`config.mk`:
```
export PLATFORM = sky130hd
export DESIGN_NAME = manchester_tx_ctrl_flat
export DESIGN_NICKNAME = d
export VERILOG_FILES = /design/src/rtl/manchester_tx_ctrl_pkg.sv /design/src/rtl/manchester_tx_ctrl_if.sv /design/src/rtl/manchester_tx_ctrl_baud_gen.sv /design/src/rtl/manchester_tx_ctrl.sv /design/src/flat_wrapper.sv
export SDC_FILE = /design/constraint.sdc
export NUM_CORES = 1
export LEC_CHECK = 0
export BUFFER_PORTS_ARGS = -buffer_cell sky130_fd_sc_hd__buf_2
export CAP_MARGIN = 0
export CORE_MARGIN = 3
export CORE_UTILIZATION = 45
export CTS_CLUSTER_SIZE = 30
export DETAILED_ROUTE_END_ITERATION = 16
export PLACE_DENSITY = 0.61
export SLEW_MARGIN = 20
export SYNTH_ARGS = -nofsm -noshare
export SYNTH_HDL_FRONTEND = slang
export SYNTH_SLANG_ARGS = --single-unit
```
`constraint.sdc`:
```
create_clock -name clk -period 3.8 [get_ports clk]
set_input_delay 0.38 -clock clk [delete_from_list [all_inputs] [get_ports clk]]
set_output_delay 0.38 -clock clk [all_outputs]
set_load 0.05 [all_outputs]
```
`src/rtl/manchester_tx_ctrl_pkg.sv`:
```
// Shared types and line-coding constants for the Manchester transmit path.
package manchester_pkg;

    // Frame sequencing states of the transmit controller.
    typedef enum logic [1:0] {
        IDLE     = 2'd0,
        PREAMBLE = 2'd1,
        DATA     = 2'd2,
        TRAILER  = 2'd3
    } tx_state_t;

    // Symbol halves, written {first half, second half}.
    localparam logic [1:0] SYM_ONE   = 2'b01;
    localparam logic [1:0] SYM_ZERO  = 2'b10;

    // Level driven on the line when no symbol is being sent.
    localparam logic       LINE_IDLE = 1'b0;

    // Line level for one half of the symbol that encodes data_bit.
    function automatic logic sym_half(input logic data_bit, input logic second_half);
        logic [1:0] sym;
        sym = data_bit ? SYM_ONE : SYM_ZERO;
        return second_half ? sym[0] : sym[1];
    endfunction

endpackage

```
`src/rtl/manchester_tx_ctrl_if.sv`:
```
// Byte stream (valid/ready) feeding the Manchester transmit controller.
interface manchester_tx_ctrl_if;
    logic       s_valid;
    logic [7:0] s_data;
    logic       s_last;
    logic       s_ready;

    // Byte producer side.
    modport master (
        output s_valid,
        output s_data,
        output s_last,
        input  s_ready
    );

    // Byte consumer side (the transmit controller).
    modport slave (
        input  s_valid,
        input  s_data,
        input  s_last,
        output s_ready
    );
endinterface

```
`src/rtl/manchester_tx_ctrl_baud_gen.sv`:
```
// Half-bit timebase: loadable down-counter that marks the last cycle of each
// half-bit and tracks whether the current half is the first or second one.
module manchester_baud_gen #(
    parameter int HALF_W = 8
) (
    input  logic              clk,
    input  logic              rst_n,
    input  logic              ena,
    input  logic              start,
    input  logic [HALF_W-1:0] period,
    output logic              half_tick,
    output logic              phase
);

    logic [HALF_W-1:0] period_q;
    logic [HALF_W-1:0] cnt_reg;
    logic              phase_reg;

    // A half ends in the cycle where the counter has run down to zero.
    // A start in the same cycle restarts the timebase instead.
    assign half_tick = ena & ~start & (cnt_reg == '0);
    assign phase     = phase_reg;

    // Period is captured only at frame start so mid-frame changes are ignored.
    always_ff @(posedge clk or negedge rst_n) begin
        if (!rst_n) begin
            period_q  <= '0;
            cnt_reg   <= '0;
            phase_reg <= 1'b0;
        end else if (ena) begin
            if (start) begin
                period_q  <= period;
                cnt_reg   <= period;
                phase_reg <= 1'b0;
            end else if (cnt_reg == '0) begin
                cnt_reg   <= period_q;
                phase_reg <= ~phase_reg;
            end else begin
                cnt_reg   <= cnt_reg - 1'b1;
            end
        end
    end

endmodule

```
`src/rtl/manchester_tx_ctrl.sv`:
```
// Frame-level Manchester transmitter: preamble, MSB-first data bytes taken
// from a valid/ready stream, then a low trailer. Owns line enable and status.
module manchester_tx_ctrl
    import manchester_pkg::*;
#(
    parameter int HALF_W        = 8,
    parameter int PREAMBLE_BITS = 8,
    parameter int TRAILER_BITS  = 2
) (
    input  logic                clk,
    input  logic                rst_n,
    input  logic                ena,
    input  logic [HALF_W-1:0]   half_period,
    manchester_tx_ctrl_if.slave s_if,
    output logic                tx_line,
    output logic                tx_oe,
    output logic                busy,
    output logic                done,
    output logic                err
);

    localparam int SEQ_W = $clog2(PREAMBLE_BITS + TRAILER_BITS + 1);
    localparam logic [SEQ_W-1:0] PRE_LAST = SEQ_W'(PREAMBLE_BITS - 1);
    localparam logic [SEQ_W-1:0] TRL_LAST = SEQ_W'(TRAILER_BITS - 1);

    tx_state_t        state_reg;
    logic [7:0]       hold_data_reg;
    logic             hold_last_reg;
    logic             hold_valid_reg;
    logic [7:0]       shift_reg;
    logic             cur_last_reg;
    logic [2:0]       bit_cnt_reg;
    logic [SEQ_W-1:0] seq_cnt_reg;
    logic             aborted_reg;
    logic             tx_line_reg;
    logic             tx_oe_reg;
    logic             done_reg;
    logic             err_reg;

    logic             accept;
    logic             start;
    logic             half_tick;
    logic             phase;
    logic             byte_end;
    logic             bypass;
    logic             pre_bit;

    // Hold register is the only buffer; nothing is taken during the trailer.
    assign s_if.s_ready = ena & ~hold_valid_reg & (state_reg != TRAILER);
    assign accept       = s_if.s_valid & s_if.s_ready;

    // A frame starts from IDLE on a fresh handshake, or from a byte that was
    // accepted during the tail of the previous frame and is still held.
    assign start    = ena & (state_reg == IDLE) & (hold_valid_reg | accept);

    // Last cycle of the second half of bit 0 of the byte being shifted.
    assign byte_end = (state_reg == DATA) & half_tick & phase & (bit_cnt_reg == 3'd7);

    // Handshake on a byte boundary with nothing held goes straight to the shifter.
    assign bypass   = byte_end & ~cur_last_reg & ~hold_valid_reg & accept;

    // Preamble alternates 1,0,1,0,... starting with a 1 at count 0.
    assign pre_bit  = ~seq_cnt_reg[0];

    assign tx_line  = tx_line_reg;
    assign tx_oe    = tx_oe_reg;
    assign busy     = (state_reg != IDLE);
    assign done     = done_reg;
    assign err      = err_reg;

    manchester_baud_gen #(
        .HALF_W (HALF_W)
    ) u_baud (
        .clk       (clk),
        .rst_n     (rst_n),
        .ena       (ena),
        .start     (start),
        .period    (half_period),
        .half_tick (half_tick),
        .phase     (phase)
    );

    // Frame sequencer, hold register, shifter and registered line outputs.
    always_ff @(posedge clk or negedge rst_n) begin
        if (!rst_n) begin
            state_reg      <= IDLE;
            hold_data_reg  <= '0;
            hold_last_reg  <= 1'b0;
            hold_valid_reg <= 1'b0;
            shift_reg      <= '0;
            cur_last_reg   <= 1'b0;
            bit_cnt_reg    <= '0;
            seq_cnt_reg    <= '0;
            aborted_reg    <= 1'b0;
            tx_line_reg    <= LINE_IDLE;
            tx_oe_reg      <= 1'b0;
            done_reg       <= 1'b0;
            err_reg        <= 1'b0;
        end else if (ena) begin
            done_reg <= 1'b0;
            err_reg  <= 1'b0;

            // Ordinary handshakes fill the hold register; later loads in
            // this block may empty it again in the same cycle.
            if (accept && !bypass) begin
                hold_data_reg  <= s_if.s_data;
                hold_last_reg  <= s_if.s_last;
                hold_valid_reg <= 1'b1;
            end

            case (state_reg)
                IDLE: begin
                    if (start) begin
                        state_reg   <= PREAMBLE;
                        seq_cnt_reg <= '0;
                        aborted_reg <= 1'b0;
                        tx_oe_reg   <= 1'b1;
                        tx_line_reg <= sym_half(1'b1, 1'b0);
                    end
                end

                PREAMBLE: begin
                    if (half_tick) begin
                        if (!phase) begin
                            tx_line_reg <= sym_half(pre_bit, 1'b1);
                        end else if (seq_cnt_reg == PRE_LAST) begin
                            // Hold is always full here: it was loaded at frame start.
                            state_reg      <= DATA;
                            shift_reg      <= hold_data_reg;
                            cur_last_reg   <= hold_last_reg;
                            hold_valid_reg <= 1'b0;
                            bit_cnt_reg    <= '0;
                            tx_line_reg    <= sym_half(hold_data_reg[7], 1'b0);
                        end else begin
                            seq_cnt_reg <= seq_cnt_reg + 1'b1;
                            tx_line_reg <= sym_half(~pre_bit, 1'b0);
                        end
                    end
                end

                DATA: begin
                    if (half_tick) begin
                        if (!phase) begin
                            tx_line_reg <= sym_half(shift_reg[7], 1'b1);
                        end else if (!byte_end) begin
                            shift_reg   <= {shift_reg[6:0], 1'b0};
                            bit_cnt_reg <= bit_cnt_reg + 3'd1;
                            tx_line_reg <= sym_half(shift_reg[6], 1'b0);
                        end else if (cur_last_reg) begin
                            state_reg   <= TRAILER;
                            seq_cnt_reg <= '0;
                            tx_line_reg <= LINE_IDLE;
                        end else if (hold_valid_reg) begin
                            shift_reg      <= hold_data_reg;
                            cur_last_reg   <= hold_last_reg;
                            hold_valid_reg <= 1'b0;
                            bit_cnt_reg    <= '0;
                            tx_line_reg    <= sym_half(hold_data_reg[7], 1'b0);
                        end else if (bypass) begin
                            shift_reg    <= s_if.s_data;
                            cur_last_reg <= s_if.s_last;
                            bit_cnt_reg  <= '0;
                            tx_line_reg  <= sym_half(s_if.s_data[7], 1'b0);
                        end else begin
                            // Underrun: close the frame early and flag it.
                            err_reg     <= 1'b1;
                            aborted_reg <= 1'b1;
                            state_reg   <= TRAILER;
                            seq_cnt_reg <= '0;
                            tx_line_reg <= LINE_IDLE;
                        end
                    end
                end

                TRAILER: begin
                    tx_line_reg <= LINE_IDLE;
                    if (half_tick && phase) begin
                        if (seq_cnt_reg == TRL_LAST) begin
                            state_reg <= IDLE;
                            tx_oe_reg <= 1'b0;
                            done_reg  <= ~aborted_reg;
                        end else begin
                            seq_cnt_reg <= seq_cnt_reg + 1'b1;
                        end
                    end
                end

                default: begin
                    state_reg <= IDLE;
                end
            endcase
        end
    end

endmodule
```
`src/flat_wrapper.sv`:
```
// flat-port wrapper written by rule: the top's interface ports become plain ports
module manchester_tx_ctrl_flat import manchester_pkg::*;
#(
    parameter int HALF_W        = 8,
    parameter int PREAMBLE_BITS = 8,
    parameter int TRAILER_BITS  = 2
)
  (clk, rst_n, ena, half_period, tx_line, tx_oe, busy, done, err, s_if_s_valid, s_if_s_data, s_if_s_last, s_if_s_ready);
  manchester_tx_ctrl_if s_if_i ();
  input  logic clk;
  input  logic rst_n;
  input  logic ena;
  input  logic [HALF_W-1:0] half_period;
  output logic tx_line;
  output logic tx_oe;
  output logic busy;
  output logic done;
  output logic err;
  input wire logic [$bits(s_if_i.s_valid)-1:0] s_if_s_valid;
  input wire logic [$bits(s_if_i.s_data)-1:0] s_if_s_data;
  input wire logic [$bits(s_if_i.s_last)-1:0] s_if_s_last;
  output wire logic [$bits(s_if_i.s_ready)-1:0] s_if_s_ready;
  assign s_if_i.s_valid = s_if_s_valid;
  assign s_if_i.s_data = s_if_s_data;
  assign s_if_i.s_last = s_if_s_last;
  assign s_if_s_ready = s_if_i.s_ready;
  manchester_tx_ctrl #(.HALF_W(HALF_W), .PREAMBLE_BITS(PREAMBLE_BITS), .TRAILER_BITS(TRAILER_BITS)) u_core (.clk(clk), .rst_n(rst_n), .ena(ena), .half_period(half_period), .s_if(s_if_i), .tx_line(tx_line), .tx_oe(tx_oe), .busy(busy), .done(done), .err(err));
endmodule
```
==> results of run 1 <==
==> power by group through the flow <==
stage / Sequential (mW) / Combinational (mW) / Clock (mW)
after floorplan: 0.623 / 0.127 / 0
after global placement: 0.635 / 0.171 / 0
after detailed placement: 0.634 / 0.173 / 0
after CTS: 0.625 / 0.173 / 0.351
after global routing: 0.635 / 0.199 / 0.376
final: 0.626 / 0.171 / 0.342
==> logic make-up (layout without fill, tap and decap cells) <==
group           count (synthesis)  after routing  synth area share, %
mux                            30             30                11.38
buf+inv                        39             58                5.282
flops                          50             50                40.63
xor+xnor                        3              3               0.8535
simple gates                  102            102                17.80
fa+ha+maj                      11             11                4.470
compound gates                 86             86                19.59
==> synthesized netlist by cell type, drive strengths merged, types with 3 or more instances <==
| cell type | count | area share, % |
|---|---|---|
| a21oi | 18 | 3.0 |
| dfrtp | 50 | 41 |
| and3 | 6 | 1.2 |
| mux2 | 25 | 9.8 |
| clkbuf | 14 | 1.7 |
| a22oi | 3 | 0.73 |
| o211ai | 6 | 1.5 |
| o31ai | 4 | 0.98 |
| mux2i | 5 | 1.6 |
| o21ai | 24 | 4.3 |
| nand2 | 36 | 4.4 |
| nand3 | 8 | 1.3 |
| nor3 | 5 | 1.2 |
| nor3b | 3 | 0.89 |
| nor2 | 20 | 2.4 |
| nor2b | 6 | 1.2 |
| inv | 21 | 2.6 |
| a221o | 5 | 1.6 |
| ha | 11 | 4.5 |
| buf | 4 | 1.0 |
==> metal layers <==
| metal | part of all wire (%) | routed length (um) | vias up |
|---|---|---|---|
| li1 | - | - | 1193 |
| met1 | 48 | 3423 | 1178 |
| met2 | 46 | 3276 | 62 |
| met3 | 4.6 | 331 | 14 |
| met4 | 2.3 | 163 | 0 |
| met5 | 0 | 0 | - |
==> stage by stage <==
step	hold slack, ns	std cells
6_report	0.1482	417
2_1_floorplan	0.08441	321
3_5_place_dp	0.4699	409
5_1_grt	0.2159	417
4_1_cts	0.2021	417
3_3_place_gp	0.4624	409
==> how the worst max path moves through the flow <==
| stage | startpoint | endpoint | depth (start not counted) |
|---|---|---|---|
| final | u_core.u_baud.cnt_reg[1] | u_core.shift_reg[0] | 8 |
| after global placement | u_core.u_baud.cnt_reg[1] | u_core.shift_reg[0] | 8 |
| after detailed placement | u_core.u_baud.cnt_reg[1] | u_core.shift_reg[0] | 8 |
| after CTS | u_core.u_baud.cnt_reg[1] | u_core.shift_reg[0] | 8 |
| after global routing | u_core.u_baud.cnt_reg[0] | u_core.shift_reg[0] | 8 |
| after floorplan | u_core.state_reg[1] | u_core.hold_data_reg[0] | 7 |
==> final cells by class <==
class	count	area share, %
Clock inverter	1	0.2623
Inverter	21	2.360
Multi-Input combinational cell	232	49.87
Timing Repair Buffer	29	4.571
Tap cell	77	2.885
Sequential cell	50	37.47
Clock buffer	7	2.585
==> layout by cell type (no fill, tap or decap), types with 2 or more instances in the layout <==
master	Yosys	final
dfrtp_1	50	50
nand2_1	36	36
buf_2	1	26
o21ai_0	23	23
inv_1	21	21
mux2_2	20	20
nor2_1	20	20
a21oi_1	17	17
ha_1	11	11
nand3_1	8	8
and3_1	6	6
nor2b_1	6	6
o211ai_1	6	6
clkbuf_8	0	6
mux2i_1	5	5
a221o_1	5	5
mux2_4	5	5
nor3_1	4	4
o31ai_1	4	4
a22oi_1	3	3
buf_4	1	3
nor3b_1	2	2
o32ai_1	2	2
o21a_1	2	2
nand4_1	2	2
nand3b_1	2	2
a21o_1	2	2
o22ai_1	2	2
or4_1	2	2
xnor2_1	2	2
a211oi_1	2	2
a31oi_1	2	2
==> results.sh, run 1 <==
export IMPL_clock_latency_ns=0.31
export IMPL_gp_congestion=0.9115
export IMPL_die_area_sq_um=7871
export IMPL_clk_pin_slew_ns=0.10
export IMPL_synth_seq_cells=50
export IMPL_reg2reg_slack_ns=0.97
export IMPL_synthCells=321
export IMPL_pre_cts_slack_ns=1.003
export IMPL_p_switching_mw=0.3354
export IMPL_drive_above_1_share_pct=20.88
export IMPL_path_buf_inv=1
export IMPL_rows=29
export IMPL_syn_area_sq_um=3079
export IMPL_power_leakage_nw=1.539
export IMPL_dp_hpwl_um=5094
export IMPL_r2r_start="u_core.u_baud.cnt_reg[1]"
export IMPL_endpoint_kind="register"
export IMPL_vias_per_cell=5.868
export IMPL_grt_pass1_vias=2390
export IMPL_switching_share_pct=29.44
export IMPL_synth_nets=353
export IMPL_worst_path_max_delay_cell="a21boi_4"
export IMPL_finalHoldViolations=0
export IMPL_diodes=0
export IMPL_grt_max_degree=51
export IMPL_finalMaxSlewViolations=0
export IMPL_die_height_um=88.72
export IMPL_synth_ff_type="dfrtp_1"
export IMPL_grt_ovfl_total=0
export IMPL_hp_class="primary input to async pin"
export IMPL_grt_met1_usage_pct=27.79
export IMPL_crit_path_cell_trace="inv_1, ha_1, nor3b_2, and2_1, and4_4, and3_1, a21boi_4, mux2_2"
export IMPL_cts_resized=0
export IMPL_combPwrFrac_pct=15.0
export IMPL_r2r_end="u_core.shift_reg[0]"
export IMPL_yosysWarnings=0
export IMPL_reg2regPathDepth=8
export IMPL_drv_cap=0
export IMPL_ios=27
export IMPL_grt_pass1_wl_um=11980
export IMPL_max_stage_delay_ns=0.45
export IMPL_start_kind="register"
export IMPL_nFillCells=612
export IMPL_first_pass_iters=4
export IMPL_fin_crit_sh_pct=74.53
export IMPL_ir_drop_uv=250.7
export IMPL_multi_input_area_sq_um=1665
export IMPL_grt_busiest_layer="met2"
export IMPL_slew_headroom_pct=56.50
export IMPL_cts_sinks=50
export IMPL_arrival_ns=3.04
export IMPL_wl_per_cell_um=17.25
export IMPL_seq_power_share_pct=55.0
export IMPL_use_met3_pct=4.749
export IMPL_total_power_mw=1.139
export IMPL_setup_slack_ns=0.9678
export IMPL_antenna_left=0
export IMPL_async_flop_share_pct=100.0
export IMPL_seq_area_frac_synth_pct=40.63
export IMPL_min_period_ns=2.832
export IMPL_placed_area_sq_um=3244
export IMPL_root_buffer="clkbuf_8"
export IMPL_vias=2447
export IMPL_clock_skew_ns=0.009182
export IMPL_area_delta_synth_final_pct=8.452
export IMPL_wirelength_um=7194
export IMPL_port_buffers=26
export IMPL_fin_area_sq_um=3339
export IMPL_nNetsFinal=371
export IMPL_die_x_um=88.72
export IMPL_design_core_area_sq_um=6495
export IMPL_crit_family="simple AND/OR/NAND/NOR gates"
export IMPL_synth_area_per_cell_sq_um=9.593
export IMPL_cp_data_required_time_ns=4.01
export IMPL_cts_buffer_depth=2
export IMPL_cts_buffers_inserted=5
export IMPL_drc_errors=0
export IMPL_setup_tns_ns=0
export IMPL_grt_util_met2_pct=29.42
export IMPL_grt_usage_pct=19.79
export IMPL_p_clk_share_pct=30.0
export IMPL_cts_hold_buf=0
export IMPL_fmax_mhz=353.1
export IMPL_regArea_sq_um=1251
export IMPL_final_util_pct=51.42
export IMPL_tightest_slew_ns=0.6525
export IMPL_synth_edff_count=0
export IMPL_setup_viol=0
export IMPL_drt_iter0_markers=165
export IMPL_power_density_nw_per_um2=341.1
export IMPL_htreeDepth=2
export IMPL_cts_tree="built"
export IMPL_antenna_found_initial=0
export IMPL_path_max_fanout=11
export IMPL_status="completed"
export IMPL_post_cts_setup_buffer_count=0
export IMPL_rsz0062_at_grt="false"
export IMPL_yosysUniqueCellTypes=65
export IMPL_p_int_mw=0.8037
export IMPL_start_util_pct=47.41
export IMPL_critPathKind="register to register"
No activity file was read; power rests on OpenSTA's default activity.
==> inputs of run 2 (changes only) <==
clock period = 2.8 ns   (was 3.8 ns; I/O delays follow)
==> run 2 against run 1 <==
- die area did not move
- sequential power rose by 35%
- design area rose by 3.1%
- power rose by 41%
- non-clock buffer count rose by 11
- via count rose by 0.20%
- maximum frequency rose by 13%
- cell count rose by 2.4%
- critical path type unchanged
- critical endpoint is now u_core.bit_cnt_reg[2]
- largest power group unchanged
==> results.sh, run 2 (synthesized netlist as in run 1, its figures left out) <==
export IMPL_die_area_sq_um=7871
export IMPL_post_cts_setup_buffer_count=0
export IMPL_die_x_um=88.72
export IMPL_hold_path_depth=2
export IMPL_antenna_left=0
export IMPL_root_buffer="clkbuf_8"
export IMPL_vias_per_cell=5.742
export IMPL_fin_crit_sh_pct=89.62
export IMPL_dp_cells=419
export IMPL_grt_usage_pct=19.01
export IMPL_reg2regPathDepth=8
export IMPL_finalHoldViolations=0
export IMPL_ir_drop_uv=319.0
export IMPL_r2r_start="u_core.state_reg[1]"
export IMPL_rsz0062_at_grt="false"
export IMPL_power_density_nw_per_um2=467.2
export IMPL_vias=2452
export IMPL_cts_buffer_depth=2
export IMPL_placed_area_sq_um=3319
export IMPL_start_util_pct=47.41
export IMPL_arrival_ns=2.73
export IMPL_diodes=0
export IMPL_htreeDepth=2
export IMPL_instances_no_fill=427
export IMPL_startpoint="u_core.state_reg[1]"
export IMPL_endpoint_kind="register"
export IMPL_finalMaxSlewViolations=0
export IMPL_cp_data_required_time_ns=3.02
export IMPL_wl_per_cell_um=16.11
export IMPL_status="completed"
export IMPL_min_period_ns=2.509
export IMPL_drc_errors=0
export IMPL_drt_iter0_markers=199
export IMPL_drv_cap=0
export IMPL_first_pass_iters=4
export IMPL_clk_pin_slew_ns=0.09
export IMPL_fin_area_sq_um=3442
export IMPL_gp_congestion=0.9242
export IMPL_area_delta_synth_final_pct=11.78
export IMPL_die_height_um=88.72
export IMPL_start_kind="register"
export IMPL_hp_start="half_period[3]"
export IMPL_setup_tns_ns=0
export IMPL_total_power_mw=1.608
export IMPL_final_common_cell="dfrtp_1"
export IMPL_grt_pass1_vias=2422
export IMPL_cts_sinks=50
export IMPL_r2r_end="u_core.bit_cnt_reg[2]"
export IMPL_drive_above_1_share_pct=23.14
export IMPL_setup_viol=0
export IMPL_power_leakage_nw=1.601
export IMPL_slew_headroom_pct=63.02
export IMPL_clock_latency_ns=0.30
export IMPL_cts_buffers_inserted=5
export IMPL_clock_skew_ns=0.006387
export IMPL_nFillCells=603
export IMPL_critPathKind="register to register"
export IMPL_whs_endpoint="u_core.u_baud.period_q[3]"
export IMPL_ios=27
export IMPL_fmax_mhz=398.5
export IMPL_fin_hold_ws_ns=0.2232
export IMPL_tightest_slew_ns=0.5533
export IMPL_nNetsFinal=382
export IMPL_final_util_pct=53.00
export IMPL_cts_tree="built"
export IMPL_antenna_found_initial=0
export IMPL_dp_hpwl_um=5221
export IMPL_grt_pass1_wl_um=11740
export IMPL_mostFrequentLayoutCells="50 x dfrtp_1, 36 x nand2_1, 26 x buf_2, 22 x o21ai_0, 21 x inv_1"
export IMPL_grt_ovfl_total=0
export IMPL_design_core_area_sq_um=6495
export IMPL_grt_max_degree=29
export IMPL_pre_cts_slack_ns=0.1632
export IMPL_hp_class="primary input to register"
export IMPL_port_buffers=26
export IMPL_path_max_fanout=7
export IMPL_reg2reg_slack_ns=0.29
export IMPL_rows=29
export IMPL_setup_slack_ns=0.2906
export IMPL_wirelength_um=6878
run 2: timing repair:
| action | CTS | global route |
|---|---|---|
| resized for setup | 0 | 1 |
| hold endpoints to repair | 22 | 0 |
| setup endpoints to repair | 0 | 2 |
| hold buffers | 1 | 0 |
run 2: routing by layer:
layer	up-vias	part of all wire, %	global-route usage (%)	wire length (um)
met1	1191	48	27.09	3283
met4	0	0.86	4.258	59
li1	1213	-	-	-
met5	-	0	0	0
met2	42	47	30.16	3259
met3	6	4.0	3.445	276
run 2: where the power goes:
part           switching [mW]  leakage (nW)  internal (mW)
registers              0.0778         0.630          0.769
clock network           0.232        0.0573          0.286
logic                   0.122         0.914          0.122
run 2: worst max-delay path by stage:
stage,to,depth (start not counted)
after floorplan,u_core.hold_data_reg[0],7
after detailed placement,u_core.shift_reg[0],7
after global routing,u_core.u_baud.cnt_reg[1],7
after global placement,u_core.shift_reg[0],7
final,u_core.bit_cnt_reg[2],8
after CTS,u_core.bit_cnt_reg[2],8
run 2: critical path, stage by stage (launching register included):
cell,delay (ns)
dfrtp_1,0.39
ha_1,0.30
nor2b_1,0.15
o21ai_1,0.32
and4_4,0.32
and3_1,0.20
a21boi_4,0.34
buf_4,0.22
mux2i_1,0.19
run 2: cell type report:
class	instances	area (sq um)	share of cell area, %
flip-flops and latches	50	1251	36.35
inverters	21	78.83	2.290
clock buffers	6	82.58	2.399
clock inverters	1	30.03	0.8724
well taps	77	96.34	2.799
repair buffers	40	237.7	6.907
multi-input cells	232	1665	48.38
